`config.mk`:
```
export PLATFORM = sky130hd
export DESIGN_NAME = wb_sdram_arbiter
export DESIGN_NICKNAME = d
export VERILOG_FILES = /design/src/rtl/wb_sdram_arbiter_pkg.sv /design/src/rtl/wb_sdram_arbiter_picker.sv /design/src/rtl/wb_sdram_arbiter.sv
export SDC_FILE = /design/constraint.sdc
export NUM_CORES = 1
export LEC_CHECK = 0
export ABC_CLOCK_PERIOD_IN_PS = 2100
export BUFFER_PORTS_ARGS = -buffer_cell sky130_fd_sc_hd__buf_2
export CAP_MARGIN = 40
export CORE_AREA = 2 2 114 116
export DETAILED_ROUTE_END_ITERATION = 8
export DIE_AREA = 0 0 116 118
export PLACE_DENSITY = 0.43
export SETUP_SLACK_MARGIN = 0.5
export SLEW_MARGIN = 20
export SYNTH_ARGS = -nofsm -noshare
export SYNTH_HDL_FRONTEND = slang
export SYNTH_SLANG_ARGS = --single-unit
```
`constraint.sdc`:
```
create_clock -name wb_clk_i -period 2.1 [get_ports wb_clk_i]
set_clock_uncertainty 0.05 [all_clocks]
set_input_delay 0.525 -clock wb_clk_i [delete_from_list [all_inputs] [get_ports wb_clk_i]]
set_output_delay 0.525 -clock wb_clk_i [all_outputs]
set_load 0.05 [all_outputs]
```
`src/rtl/wb_sdram_arbiter_pkg.sv`:
```
// Shared types and constants for the Wishbone SDRAM-port arbiter.
package wb_arb_pkg;

    localparam int unsigned MAX_M = 8;

    localparam logic [2:0] CTI_CLASSIC = 3'b000;
    localparam logic [2:0] CTI_INCR    = 3'b010;
    localparam logic [2:0] CTI_EOB     = 3'b111;

    typedef enum logic [1:0] {
        IDLE,
        GRANT,
        ERR_WAIT
    } arb_state_e;

endpackage

```
`src/rtl/wb_sdram_arbiter_picker.sv`:
```
// Combinational round-robin picker: first requester at or after ptr, wrapping.
module rr_priority_picker #(
    parameter int unsigned NUM_M = 2,
    parameter int unsigned PW    = 1
) (
    input  logic [NUM_M-1:0] req,
    input  logic [PW-1:0]    ptr,
    output logic [NUM_M-1:0] winner,
    output logic             valid
);

    // Offsets are walked in priority order; the inner loop keeps every index constant.
    always_comb begin
        winner = '0;
        valid  = 1'b0;
        for (int unsigned i = 0; i < NUM_M; i++) begin
            for (int unsigned j = 0; j < NUM_M; j++) begin
                if (!valid && req[j] && (((32'(ptr) + i) % NUM_M) == j)) begin
                    winner[j] = 1'b1;
                    valid     = 1'b1;
                end
            end
        end
    end

endmodule

```
`src/rtl/wb_sdram_arbiter.sv`:
```
// Round-robin Wishbone B3 arbiter in front of the SDRAM controller slave port.
// Optional stall watchdog compiled in with `define WB_ARB_WATCHDOG_EN.
module wb_sdram_arbiter
    import wb_arb_pkg::*;
#(
    parameter int unsigned NUM_M   = 2,
    parameter int unsigned AW      = 32,
    parameter int unsigned DW      = 32,
    parameter int unsigned TIMEOUT = 1024
) (
    input  logic                    wb_clk_i,
    input  logic                    wb_rst_i,
    input  logic [NUM_M-1:0]        m_cyc_i,
    input  logic [NUM_M-1:0]        m_stb_i,
    input  logic [NUM_M-1:0]        m_we_i,
    input  logic [NUM_M*AW-1:0]     m_addr_i,
    input  logic [NUM_M*DW-1:0]     m_dat_i,
    input  logic [NUM_M*DW/8-1:0]   m_sel_i,
    input  logic [NUM_M*3-1:0]      m_cti_i,
    output logic [DW-1:0]           m_dat_o,
    output logic [NUM_M-1:0]        m_ack_o,
    output logic [NUM_M-1:0]        m_err_o,
    output logic                    s_cyc_o,
    output logic                    s_stb_o,
    output logic                    s_we_o,
    output logic [AW-1:0]           s_addr_o,
    output logic [DW-1:0]           s_dat_o,
    output logic [DW/8-1:0]         s_sel_o,
    output logic [2:0]              s_cti_o,
    input  logic [DW-1:0]           s_dat_i,
    input  logic                    s_ack_i,
    output logic [NUM_M-1:0]        grant_o
);

    localparam int unsigned SW = DW / 8;
    localparam int unsigned PW = (NUM_M > 1) ? $clog2(NUM_M) : 1;

    if (NUM_M < 2 || NUM_M > MAX_M) begin : g_bad_num_m
        $error("wb_sdram_arbiter: NUM_M must be 2..8");
    end
    if (TIMEOUT < 2) begin : g_bad_timeout
        $error("wb_sdram_arbiter: TIMEOUT must be at least 2");
    end

    arb_state_e       state_q, state_d;
    logic [NUM_M-1:0] grant_q, grant_d;
    logic [PW-1:0]    ptr_q, ptr_d;
    logic [PW-1:0]    gidx;
    logic [PW-1:0]    ptr_next;
    logic [NUM_M-1:0] pick_winner;
    logic             pick_valid;
    logic             g_cyc;
    logic             g_stb;
    logic             stall_to;

`ifdef WB_ARB_WATCHDOG_EN
    localparam int unsigned CW = $clog2(TIMEOUT) + 1;
    logic [CW-1:0] wd_q, wd_d;
`endif

    rr_priority_picker #(
        .NUM_M (NUM_M),
        .PW    (PW)
    ) u_picker (
        .req    (m_cyc_i),
        .ptr    (ptr_q),
        .winner (pick_winner),
        .valid  (pick_valid)
    );

    always_comb begin
        gidx = '0;
        for (int unsigned i = 0; i < NUM_M; i++) begin
            if (grant_q[i]) begin
                gidx = PW'(i);
            end
        end
    end

    assign g_cyc    = m_cyc_i[gidx];
    assign g_stb    = m_stb_i[gidx];
    assign ptr_next = (gidx == PW'(NUM_M - 1)) ? '0 : gidx + 1'b1;

    always_comb begin
        state_d  = state_q;
        grant_d  = grant_q;
        ptr_d    = ptr_q;
        stall_to = 1'b0;
`ifdef WB_ARB_WATCHDOG_EN
        wd_d     = wd_q;
`endif
        case (state_q)
            IDLE: begin
                if (pick_valid) begin
                    grant_d = pick_winner;
                    state_d = GRANT;
`ifdef WB_ARB_WATCHDOG_EN
                    wd_d    = '0;
`endif
                end
            end
            GRANT: begin
                if (!g_cyc) begin
                    state_d = IDLE;
                    grant_d = '0;
                    ptr_d   = ptr_next;
                end
`ifdef WB_ARB_WATCHDOG_EN
                else if (g_stb && !s_ack_i && (wd_q == CW'(TIMEOUT - 1))) begin
                    stall_to = 1'b1;
                    state_d  = ERR_WAIT;
                end else if (s_ack_i) begin
                    wd_d = '0;
                end else if (g_stb) begin
                    wd_d = wd_q + 1'b1;
                end
`endif
            end
`ifdef WB_ARB_WATCHDOG_EN
            ERR_WAIT: begin
                if (!g_cyc) begin
                    state_d = IDLE;
                    grant_d = '0;
                    ptr_d   = ptr_next;
                end
            end
`endif
            default: begin
                state_d = IDLE;
                grant_d = '0;
            end
        endcase
    end

    // Slave side is only driven while a grant is live; ERR_WAIT and IDLE park it at zero.
    always_comb begin
        s_cyc_o  = 1'b0;
        s_stb_o  = 1'b0;
        s_we_o   = 1'b0;
        s_addr_o = '0;
        s_dat_o  = '0;
        s_sel_o  = '0;
        s_cti_o  = '0;
        m_ack_o  = '0;
        m_err_o  = '0;
        if (state_q == GRANT) begin
            s_cyc_o       = g_cyc & ~stall_to;
            s_stb_o       = g_stb & ~stall_to;
            s_we_o        = m_we_i[gidx];
            s_addr_o      = m_addr_i[gidx*AW +: AW];
            s_dat_o       = m_dat_i[gidx*DW +: DW];
            s_sel_o       = m_sel_i[gidx*SW +: SW];
            s_cti_o       = m_cti_i[gidx*3 +: 3];
            m_ack_o[gidx] = s_ack_i;
            m_err_o[gidx] = stall_to;
        end
    end

    assign m_dat_o = s_dat_i;
    assign grant_o = grant_q;

    always_ff @(posedge wb_clk_i or posedge wb_rst_i) begin
        if (wb_rst_i) begin
            state_q <= IDLE;
            grant_q <= '0;
            ptr_q   <= '0;
`ifdef WB_ARB_WATCHDOG_EN
            wd_q    <= '0;
`endif
        end else begin
            state_q <= state_d;
            grant_q <= grant_d;
            ptr_q   <= ptr_d;
`ifdef WB_ARB_WATCHDOG_EN
            wd_q    <= wd_d;
`endif
        end
    end

endmodule

```
## Word level (Yosys, flattened, before mapping)

Cells that the tools add are included.

- $add $sub $neg: 2
- Multiply operators: 1
- Magnitude comparators: 2
- Equal/unequal tests: 3
- Shifts and indexed selects: 4
- Mux-type cells: 30
- Bitwise gates (word level): 2
- Reduce and logical (&&, ||, !) cells: 16

Operator list:

| operator | count |
|---|---|
| indexed part select 64 x 7 -> 32 bit | 2 |
| zero test 32 bit | 2 |
| 2-to-1 mux 32 bit | 2 |
| 2-to-1 mux 1 bit | 19 |
| logical AND 1 bit | 8 |
| 2-to-1 mux 2 bit | 4 |
| case mux 2 bit (2 select lines) | 2 |
| indexed part select 8 x 4 -> 4 bit | 1 |
| indexed part select 6 x 4 -> 3 bit | 1 |
| 2-to-1 mux 4 bit | 1 |
| inequality test 2 bit, second input constant | 2 |
| AND reduction 2 bit | 2 |
| zero test 1 bit | 3 |
| multiplier 1 x 2 -> 3 bit, second input constant | 1 |
| 2-to-1 mux 3 bit | 1 |
| adder 1 bit, second input constant | 2 |
| bitwise AND 2 bit | 1 |
| == test 2 x 1 -> 1 bit, second input constant | 1 |
| zero test 2 bit | 1 |
| less-than comparator 1 x 2 -> 1 bit, second input constant | 1 |
| demux 1 bit (select 1 bit) | 1 |
| >= comparator 1 bit, second input constant | 1 |
| NOT 1 bit | 1 |

- Bits in registers: 5
- Input port bits: 183
- Output and inout bits: 112
- Logic and storage cells: 63

## Longest topological paths before layout

- Depth in word-level cells: 17
- Depth in mapped cells: 5
- Mapped depth without buffers: 3

## Modules after synthesis

From an unflattened synthesis, not the netlist that was laid out.

- Cell total of the unflattened synthesis: 225
- Area total of the unflattened synthesis: 1654.1 µm²

By module, submodules not included:

| module | times used | cells an instance | area an instance (µm²) | seq. area each (µm²) |
|---|---|---|---|---|
| wb_sdram_arbiter | 1 | 221 | 1629.1 | 100.1 |
| rr_priority_picker | 1 | 4 | 25.0 | 0.0 |

## Least setup slack after synthesis

OpenSTA, ideal clock, no wires.

- Path kind: flip-flop to output port
- Start point: register grant_q[1], in the netlist grant_o[1]
- End point: output s_addr_o[10]
- Arrival: 1.542 ns
- Path slack: -0.017 ns
- Stages on the path, launching flop included: 6
- Buffers on the path: 3
- Path through: dfrtp_1 buf_6 buf_8 buf_12 mux2i_1 nor2_1

- Word-level cells in the longest chain between the ends: 3

Ends and longest elaborated chain:

| what | line | source |
|---|---|---|
| start: declaration | wb_sdram_arbiter.sv:46 | `logic [NUM_M-1:0] grant_q, grant_d;` |
| start signal: assignment | wb_sdram_arbiter.sv:172 | `grant_q <= grant_d;` |
| 2-to-1 mux 1 bit | wb_sdram_arbiter.sv:74 | `if (grant_q[i]) begin` |
| indexed part select 64 x 7 -> 32 bit | wb_sdram_arbiter.sv:150 | `s_addr_o = m_addr_i[gidx*AW +: AW];` |
| 2-to-1 mux 32 bit | wb_sdram_arbiter.sv:146 | `if (state_q == GRANT) begin` |
| end: declaration | wb_sdram_arbiter.sv:26 | `output logic [AW-1:0] s_addr_o,` |

No other way between the ends.

## Worst setup path after layout

- Start point: register grant_q[1], in the netlist grant_o[1]
- End point: output s_addr_o[27]

The elaborated chain is that of the path after synthesis.

==> flow_metrics.tcl <==
set metrics [dict create \
    drt_pass1_iterations 4 \
    distinct_cell_type_count_of_the_synthesized_netlist 20 \
    final_min_period_over_clock_period_pct 100.7 \
    floorplan.initialDensity_pct 13.20 \
    layout-drive-gt1-share_pct 94.70 \
    drt-vias-per-instance 4.025 \
    wirelength_um 9784 \
    required_ns 1.52 \
    netlist_instances 224 \
    cts_sinks 4 \
    final.setup.worst_slack_ns -0.01446 \
    synthToLayoutAreaGrowth_pct 226.9 \
    core_area_um2 12410 \
    place_hpwl_um 5963 \
    globalRouteTotalUtil_pct 12.79 \
    worst_hold_margin_ns 0.1315 \
    floorplan.die.height_um 118 \
    setup.reg_to_reg.worst_slack_ns 0.58 \
    numCtsBuffers 3 \
    global_route_wire_length_before_repair_um 13380 \
    synth-seq-area-share_pct 6.107 \
    nets 618 \
    clkTransAtPathRegs_ns 0.03 \
    std_cell_rows 41 \
    postLayoutCoreUtil_pct 43.17 \
    number_of_register_bits_inferred_by_synthesis 4 \
    worstSkewPairLatency_ns 0.23 \
    p_leak_nw 2.113 \
    post_synth_main_area_contributors "mux2i_1 46%, buf_4 18%, nor2_1 17%" \
    hold_viol 0 \
    synth_top_area_share_pct 45.80 \
    timing.max_cap.violations 0 \
    worst_r2r_end "grant_o[0]" \
    worst-endpoint-arrival_ns 1.54 \
    dp_worst_setup_slack_ns 0.1372 \
    fmaxAchievable_ghz 0.4729 \
    synth_warnings 0 \
    power_density_nw_per_um2 844.1 \
    grt-ovfl-total 0 \
    clk_path_buf_depth 2 \
    first_global_vias 2603 \
    tritoncts_clock_tree "yes" \
    antenna_cells_inserted 0 \
    ctsHtreeMaxLevel 1 \
    final_critical_delay_including_setup_and_external_delays_ns 2.114 \
    final_routed_wire_length_divided_by_cell_count_um 16.15 \
    initial_antenna_violation_count 0 \
    r2r-start "grant_o[1]" \
    dp_cells 581 \
    fillers 1129 \
    worst_hold_path_type "in -> async" \
    violations "setup timing" \
    floorplan.die.width_um 116 \
    critPathLaunchType "register" \
    crit_fanout 9 \
    finish.cell_count_without_fillers 606 \
    worst-setup-path-type "reg -> out" \
    rsz0062_at_grt "yes" \
    capturing_element_type_of_the_critical_path "output port" \
    status "complete, but fails checks" \
    number_of_port_buffers 228 \
    synthesis.area_um2 1639 \
    remaining_drc_errors 0 \
    route.antenna.remaining_nets 0 \
    top_level_ports 295 \
    synth_largest_area_cell "mux2i_1" \
    finalPower_mw 4.524 \
    final-setup-viol-count 8 \
    finalWeightedCongestion 0.7186 \
    cts-hold-fix-buffers 0 \
    fp.dieArea_um2 13690 \
    max-vdd-ir-drop_v 0.0004223 \
    drt-initial-drc-count 29 \
    report.final.slew_viol_count 0 \
    grt_start_max_net_pins 22 \
    r2r_cells 7 \
    syn_avg_cell_area_um2 7.317 \
    detailroute.via_count 2439 \
    clock_root_buffer "clkbuf_16" \
]
[metal layers]
| metal | part of all wire [%] | wire [µm] | GRT usage [%] |
|---|---|---|---|
| met1 | 32 | 3113 | 12.20 |
| met2 | 59 | 5757 | 27.27 |
| met3 | 7.5 | 732 | 1.648 |
| met4 | 1.8 | 180 | 3.274 |
| met5 | 0 | 0 | 0 |
[layout make-up]
class | instances | area [µm²] | area share (%)
clock buffers | 4 | 78.83 | 1.471
flip-flops and latches | 4 | 103.9 | 1.938
well taps | 172 | 215.2 | 4.016
repair buffers | 258 | 2366 | 44.15
inverters | 3 | 16.27 | 0.3035
multi-input cells | 165 | 2579 | 48.12
[metrics by stage]
step	setup TNS, ns	cell area [µm²]
after CTS	-0.2474	5004
final	-0.03125	5359
after floorplan	0	2266
after detailed placement	0	3297
after global placement	0	3297
after global routing	-1.184	5359
[critical path, cell delays in order (launching register included)]
cell and delay, ns:
dfrtp_4 0.50, buf_12 0.18, clkbuf_16 0.18, mux2i_4 0.20, nor2_4 0.09, buf_6 0.16
[state kept, by name (all words and copies together) (netlist names)]
register  flops
state_q       1
ptr_q         1
grant_o       2
[report_power, final]
part	internal, mW	total, mW	switching, mW
sequential	0.0963	0.115	0.0184
clock	0.251	0.306	0.0551
combinational	1.92	4.10	2.18
total	2.27	4.52	2.26
[cells in the mapped netlist]
library cell and count:
buf_4 40, a21oi_1 2, a32o_1 1, a211oi_1 1
a21o_1 1, buf_8 2, buf_6 1, inv_1 2
inv_2 1, dfrtp_1 4, mux2i_1 75, clkbuf_1 3
o21ai_0 3, buf_2 5, nand2_1 2, buf_12 2
nor2_1 76, and3_1 1, nand2b_1 1, conb_1 1
[how the worst max path moves through the flow]
stage               slack, ns            to  cells past startpoint       start
finish                  -0.01  s_addr_o[27]                      5  grant_o[1]
global route            -0.05  s_addr_o[27]                      5  grant_o[1]
global placement         0.17   s_addr_o[4]                      4  grant_o[1]
detailed placement       0.14    s_sel_o[2]                      4  grant_o[1]
floorplan                0.33  s_addr_o[25]                      5  grant_o[1]
CTS                     -0.03  s_addr_o[23]                      5  grant_o[1]
[layout by cell type, fill, tap and decap left out, types with 3 or more instances in the layout]
cell / count
buf_12: 6
mux2i_4: 72
nor2_4: 75
clkbuf_16: 6
buf_8: 42
buf_2: 152
buf_4: 5
mux2i_1: 3
dfrtp_1: 3
o21ai_0: 3
buf_16: 11
buf_6: 39
[logic make-up after synthesis]
| family | synth area share [%] |
|---|---|
| and+or+nand+nor | 18.63 |
| muxes | 45.80 |
| buffers and inverters | 26.18 |
| AOI/OAI and AO/OA | 3.054 |
| DFF | 6.107 |
| other | 0.2288 |
[timing repair]
item / 4_1_cts / 5_1_grt
endpoints found under the hold margin: 0 / 0
gates resized for setup: 300 / 54
pin swaps: 9 / 3
buffers inserted: 8 / 1
setup endpoints to repair: 77 / 78
cloned: 9 / 3
No activity file was read; power rests on OpenSTA's default activity.
